## src/rtl/demultiplexer_1to4_buffered.sv

```systemverilog
// One-to-four word router with a one-entry valid/ready holding register per channel.
// Handshake: a transfer happens on a rising edge where valid=1 and ready=1 on the same link.
module demultiplexer_1to4_buffered #(
    parameter int NBits     = 32,
    parameter int CountBits = 8
) (
    input  logic                 clk,
    input  logic                 reset,
    input  logic [1:0]           Selector,
    input  logic [NBits-1:0]     In_Data,
    input  logic                 In_Valid,
    output logic                 In_Ready,
    output logic [NBits-1:0]     Out_Data0,
    output logic [NBits-1:0]     Out_Data1,
    output logic [NBits-1:0]     Out_Data2,
    output logic [NBits-1:0]     Out_Data3,
    output logic [3:0]           Out_Valid,
    input  logic [3:0]           Out_Ready,
    output logic [CountBits-1:0] Word_Count
);

    logic [NBits-1:0]     data_q [4];
    logic [NBits-1:0]     data_d [4];
    logic [3:0]           valid_q;
    logic [3:0]           valid_d;
    logic [CountBits-1:0] count_q;
    logic [CountBits-1:0] count_d;
    logic                 accept;

    // Only the selected channel gates acceptance; a draining channel accepts with no bubble.
    assign In_Ready = ~valid_q[Selector] | Out_Ready[Selector];
    assign accept   = In_Valid & In_Ready;

    always_comb begin
        valid_d = valid_q & ~Out_Ready;
        count_d = count_q;
        for (int k = 0; k < 4; k++) begin
            data_d[k] = data_q[k];
        end
        if (accept) begin
            data_d[Selector]  = In_Data;
            valid_d[Selector] = 1'b1;
            count_d           = count_q + CountBits'(1);
        end
    end

    always_ff @(posedge clk or negedge reset) begin
        if (!reset) begin
            valid_q <= '0;
            count_q <= '0;
            for (int k = 0; k < 4; k++) begin
                data_q[k] <= '0;
            end
        end else begin
            valid_q <= valid_d;
            count_q <= count_d;
            for (int k = 0; k < 4; k++) begin
                data_q[k] <= data_d[k];
            end
        end
    end

    assign Out_Data0  = data_q[0];
    assign Out_Data1  = data_q[1];
    assign Out_Data2  = data_q[2];
    assign Out_Data3  = data_q[3];
    assign Out_Valid  = valid_q;
    assign Word_Count = count_q;

endmodule

```

## config.mk

```make
export PLATFORM = sky130hd
export DESIGN_NAME = demultiplexer_1to4_buffered
export DESIGN_NICKNAME = d
export VERILOG_FILES = /design/src/rtl/demultiplexer_1to4_buffered.sv
export SDC_FILE = /design/constraint.sdc
export NUM_CORES = 1
export LEC_CHECK = 0
export BUFFER_PORTS_ARGS = -buffer_cell sky130_fd_sc_hd__buf_4
export CORE_AREA = 4 4 116 118
export DETAILED_ROUTE_END_ITERATION = 12
export DIE_AREA = 0 0 120 122
export PLACE_DENSITY = 0.74
export SLEW_MARGIN = 5
export SYNTH_ARGS = -nofsm -noshare
export SYNTH_HDL_FRONTEND = slang
export SYNTH_SLANG_ARGS = --single-unit
```

## constraint.sdc

```tcl
create_clock -name clk -period 1.35 [get_ports clk]
set_input_delay 0.135 -clock clk [delete_from_list [all_inputs] [get_ports clk]]
set_output_delay 0.135 -clock clk [all_outputs]
set_load 0.05 [all_outputs]
```

==> metrics, run 1 <==
Setup crit end kind output port; Clock Path Buffers 2; CP Launch Type flop; reg2reg end Word_Count[1]$_DFFE_PN0P_; Pre-antenna DRT Iters 4; Min-Delay Endpoint Out_Valid[0]$_DFF_PN0_; post-route setup slack -412 ps; CTS tree yes; Compound-Gate Fraction of Synth Area 0.0906%; Post-Synth XOR/XNOR Area 1.11%; area delta synth->final 58.4%; Max-slew headroom 76.5%; global-route wire length before repair 23,100 um; die area 14,600 sq um; initial DRC count 220; WP data required 1220 ps; gpl congestion 0.739; fillers 853; GR Overflow Total 0; Data arrival, critical path 1630 ps; minimum clock period 1760 ps; vias in the first global route 4,099; RR Startpoint Out_Valid[3]$_DFF_PN0_; critical path class flop to output port; Yosys cell types 23; clock skew 5.13 ps; cells on worst reg2reg path 6; Seq/Total Area, Yosys 63.4%; Wirelength per Cell 18.9 um; simple-gate portion of the synthesized area 3.47%; status complete, but fails checks; post-DP HPWL 9120 um; endpoints failing setup 106; critical path peak fanout 3; H-Tree Depth 4; final hold vios 0; DR vias/cell 4.87; Avg Synthesized Cell Area 17.2 sq um; Final Util 70.2%; initial antenna violation count 0; leakage power 4.16 nW; Final nets 619; Design Power 17.8 mW; Final TNS setup -16,500 ps; Clock transition at path regs 60 ps; standard-cell row count 41; Syn Nets 364; synthesized flop and latch total 140; Final Cycle Share 130%; Warnings, synthesis 0; PortBufs 181; largest net degree at the start of global routing 41; total number of vias 3,711; Num Clock Sinks 140; final hold slack 95.9 ps; Final Max Tran Viols 0; failing checks setup timing; GRT Total Usage 20.7%; flop2flop setup slack -330 ps; share of layout cells above drive strength 1 67.1%; power per cell area 2040 nW/um^2; die height 122 um; post-route ant nets 0; core box area 12,500 sq um; peak supply drop 1400 uV; Worst Hold Class primary input to flop; post-synthesis adder-cell area fraction 0.227%; worst hold stages 4; post-synthesis cell count 322; Inserted Clock Buffers 17; # IOs 182; Least-Margin Pin Slew 352 ps; Hold Path Origin Out_Ready[0]; WL final 14,400 um; Fmax achieved 568 MHz; Mapped Area 5520 sq um; max-capacitance violation count 0; Ant. Diodes 0; multiplexer share of the synthesized area 28.8%; Die Span X 120 um; Worst-Skew Late Latency 420 ps; detailed-route DRC error count 0; root buffer cell clkbuf_16; unrepaired setup endpoints after global routing yes; Starting Density 44.3%; largest family of logic cells by synthesized area multiplexers
[worst max-delay path: stages (launching register included)]
cell and delay (ps):
dfrtp_2 380, nand2b_4 60, mux4_2 490, buf_6 140, buf_8 140
[stage by stage]
step	area (sq um)	setup WS, ps	instances
detailed placement	7360	-129	677
global placement	7360	-95.4	677
CTS	8720	-442	761
global route	8750	-477	762
floorplan	5700	-495	322
finish	8750	-412	762
[metal layers]
layer / up-vias / track usage [%] / part of all wire, %
met4: 0 / 8.02 / 2.0
met3: 27 / 7.34 / 7.7
li1: 1653 / - / -
met2: 136 / 32.8 / 48
met5: - / 0 / 0
met1: 1895 / 26.2 / 42
[worst max path at each step]
stage                           start                        end  slack [ps]  depth (start not counted)
2_1_floorplan  Out_Valid[3]$_DFF_PN0_  Word_Count[1]$_DFFE_PN0P_        -490                          4
3_3_place_gp   Out_Valid[1]$_DFF_PN0_  Out_Data1[19]$_DFFE_PN0P_        -100                          4
3_5_place_dp   Out_Valid[1]$_DFF_PN0_   Out_Data1[7]$_DFFE_PN0P_        -130                          4
4_1_cts        Out_Valid[3]$_DFF_PN0_                   In_Ready        -440                          4
5_1_grt        Out_Valid[3]$_DFF_PN0_                   In_Ready        -480                          4
6_report       Out_Valid[3]$_DFF_PN0_                   In_Ready        -410                          4
[power by group]
part	total, mW	internal, mW	switching [mW]
logic	6.83	2.48	4.35
registers	5.79	5.12	0.662
clock network	5.22	3.49	1.73
[what timing repair did]
item / CTS / global route
setup endpoints to repair: 104 / 123
pin swaps: 4 / 3
endpoints found under the hold margin: 271 / 0
gates cloned: 6 / 1
setup buffers: 11 / 3
hold buffers: 35 / 0
resized for setup: 21 / 10
[cell usage in the layout (no fill, tap or decap), types with 6 or more instances in the layout]
master,netlist,layout
clkbuf_16,0,18
buf_12,0,15
buf_4,0,190
mux2_2,95,64
dlygate4sd3_1,0,35
dfrtp_1,140,136
bufinv_16,0,6
mux2_4,31,65
[cell type report]
cell class / instances / area (sq um) / share of cell area (%)
Clock buffer: 19 / 443 / 5.06
Clock inverter: 13 / 220 / 2.52
Inverter: 1 / 3.75 / 0.0429
Multi-Input combinational cell: 165 / 2060 / 23.6
Sequential cell: 140 / 3510 / 40.1
Tap cell: 172 / 215 / 2.46
Timing Repair Buffer: 252 / 2300 / 26.3
[registers in the layout, indices dropped and copies added (netlist names)]
signal and count:
Out_Valid 4, Out_Data3 32, Out_Data0 32, Word_Count 8, Out_Data1 32, Out_Data2 32
[synth_stat cells]
cell type | number | area [sq um]
o21ai_0 | 1 | 5.00
xnor2_1 | 7 | 61.3
mux2_4 | 31 | 465
nand4_1 | 2 | 12.5
and4_1 | 2 | 17.5
nand2b_1 | 3 | 18.8
nor3b_4 | 1 | 18.8
nand2_4 | 1 | 11.3
and3_1 | 4 | 25.0
mux2_1 | 3 | 33.8
dfrtp_1 | 140 | 3500
buf_2 | 4 | 20.0
mux2_2 | 95 | 1070
and4_2 | 1 | 10.0
nand3_1 | 4 | 20.0
nor2b_4 | 1 | 13.8
ha_1 | 1 | 12.5
nand2b_4 | 1 | 13.8
nand2_1 | 5 | 18.8
mux4_2 | 1 | 22.5
buf_6 | 12 | 135
nand3b_2 | 1 | 11.3
inv_1 | 1 | 3.75
[logic make-up (layout without fill, tap and decap cells)]
logic type | Yosys count | after routing
DFF | 140 | 140
muxes | 130 | 130
and+or+nand+nor | 26 | 26
buffers and inverters | 17 | 285
xor gates and xnor gates | 7 | 7
adders and majority gates | 1 | 1
AOI/OAI and AO/OA | 1 | 1
Power figures use the tool's default switching activity.
==> run 2: changes to the inputs <==
- SETUP_SLACK_MARGIN: unset -> 0.2
- clock period: 1.35 -> 1.5 ns (I/O delays scaled with it)
==> metrics, run 2 (synthesis gave the netlist of run 1 again) <==
final hold vios 0 (unchanged); Worst-Skew Late Latency 430 ps (about the same); initial antenna violation count 0 (unchanged); Worst Hold Class primary input to flop; Final nets 627 (+1.3%); unrepaired setup endpoints after global routing yes; H-Tree Depth 4 (unchanged); post-route setup slack -298 ps (+114 ps); Clock transition at path regs 60 ps (about the same); peak supply drop 1150 uV (-18%); GRT Total Usage 21.6% (+0.93 points); DR vias/cell 4.84 (-0.70%); initial DRC count 180 (-18%); Clock Path Buffers 2 (unchanged); root buffer cell clkbuf_16; Fmax achieved 556 MHz; CTS tree yes; most frequent cells in the layout 188 x buf_4, 136 x dfrtp_1, 96 x mux2_4; Final Max Tran Viols 0 (unchanged); critical path class flop to flop; Ant. Diodes 0 (unchanged); Final Cycle Share 120%; status complete, but fails checks; power per cell area 1790 nW/um^2 (-12%); GR Overflow Total 0 (unchanged); global-route wire length before repair 23,800 um (+3.1%); largest net degree at the start of global routing 49 (+20%); detailed-route DRC error count 0 (unchanged); CP Launch Type flop; # IOs 182 (unchanged); Max-slew headroom 69.3% (-7.3 points); Least-Margin Pin Slew 461 ps (+109 ps); share of layout cells above drive strength 1 68.0% (+0.89 points); fillers 775 (-9.1%); Design Power 16.2 mW (-9.2%); gpl congestion 0.732 (-0.89%); failing checks setup timing; leakage power 4.41 nW (+5.9%); Pre-antenna DRT Iters 4 (unchanged); critical path peak fanout 6 (+3); Wirelength per Cell 20.2 um (+7.0%); clock skew 8.88 ps (+3.75 ps); minimum clock period 1800 ps; Data arrival, critical path 2130 ps (+500 ps); Starting Density 44.3% (unchanged); Num Clock Sinks 140 (unchanged); standard-cell row count 41 (unchanged); most common cell after layout, fill and taps aside buf_4; vias in the first global route 4,056 (-1.0%); WP data required 1830 ps (+610 ps); area delta synth->final 63.7%; die area 14,600 sq um (unchanged); Setup crit end kind flop; final hold slack 14.9 ps (-80.9 ps); PortBufs 181 (unchanged); endpoints failing setup 55 (-48%); Die Span X 120 um (unchanged); area occupied by multi-input gates 2200 sq um (+6.7%); core box area 12,500 sq um (unchanged); total number of vias 3,719 (+0.22%); Inserted Clock Buffers 17 (unchanged); post-route ant nets 0 (unchanged); max-capacitance violation count 0 (unchanged); die height 122 um (unchanged); WL final 15,500 um (+8.0%); Reg area 3510 sq um (unchanged); post-DP HPWL 9350 um (+2.5%)
-- run 2: changes by cell type in the layout (fill, tap and decap cells not counted), moves of 2 or more --
| cell | previous run | this run |
|---|---|---|
| buf_4 | 190 | 188 |
| buf_16 | 4 | 10 |
| mux2_2 | 64 | 33 |
| buf_6 | 5 | 11 |
| mux2_4 | 65 | 96 |
-- run 2: worst paths after layout --
path	slack, ps	end	depth (start not counted)	from
hold reg to reg	490	Word_Count[7]$_DFFE_PN0P_	1	Word_Count[7]$_DFFE_PN0P_
min in group asynchronous	230	Out_Data0[9]$_DFFE_PN0P_	2	reset
setup / recovery	-300	Word_Count[6]$_DFFE_PN0P_	8	Out_Valid[3]$_DFF_PN0_
max in group asynchronous	650	Out_Data0[12]$_DFFE_PN0P_	3	reset
setup reg to reg	-300	Word_Count[6]$_DFFE_PN0P_	8	Out_Valid[3]$_DFF_PN0_
hold / removal	10	Out_Valid[2]$_DFF_PN0_	3	Out_Ready[2]
-- run 2: repair_timing --
action                                 in CTS  in global routing
buffers inserted                           15                  2
hold buffers                               34                  1
pin swaps                                   7                  4
setup endpoints to repair                 136                138
gates cloned                               10                  0
resized for setup                          28                 11
endpoints found under the hold margin     171                  1
-- run 2: area by class of cell --
cell class                      instances  share of cell area [%]
Clock buffer                           19                    5.01
Clock inverter                         12                    2.14
Sequential cell                       140                    38.8
Multi-Input combinational cell        165                    24.3
Inverter                                1                  0.0415
Timing Repair Buffer                  260                    27.3
Tap cell                              172                    2.38
-- run 2: routing by layer --
metal / global-route usage, % / share of wire, %
met5: 0 / 0
met1: 27.3 / 41
met4: 9.74 / 2.5
met2: 34.9 / 50
met3: 6.13 / 6.1
-- run 2: report_power, final --
part	leakage, nW	total (mW)	internal, mW	switching [mW]
sequential	1.66	5.24	4.61	0.627
clock	0.315	4.62	3.02	1.60
combinational	2.43	6.34	2.38	3.96
total	4.41	16.2	10.0	6.19
-- run 2: stage by stage --
| stage | setup slack, ps | instance area [sq um] | TNS [ps] | std cells | utilization [%] |
|---|---|---|---|---|---|
| floorplan | -345 | 5820 | -5850 | 322 | - |
| global placement | 34.6 | 7440 | 0 | 676 | 59.7 |
| detailed placement | 12.9 | 7440 | 0 | 676 | 59.7 |
| CTS | -318 | 8940 | -3080 | 766 | 71.7 |
| global route | -340 | 9040 | -8050 | 769 | 72.6 |
| finish | -298 | 9040 | -4670 | 769 | 72.6 |
-- run 2: worst max-delay path, stage by stage, from the launching register on --
cell	delay [ps]
dfrtp_2	380
nand2b_4	60
mux4_2	490
buf_6	150
buf_4	130
buf_6	110
buf_8	130
nand4_1	120
xnor2_1	140
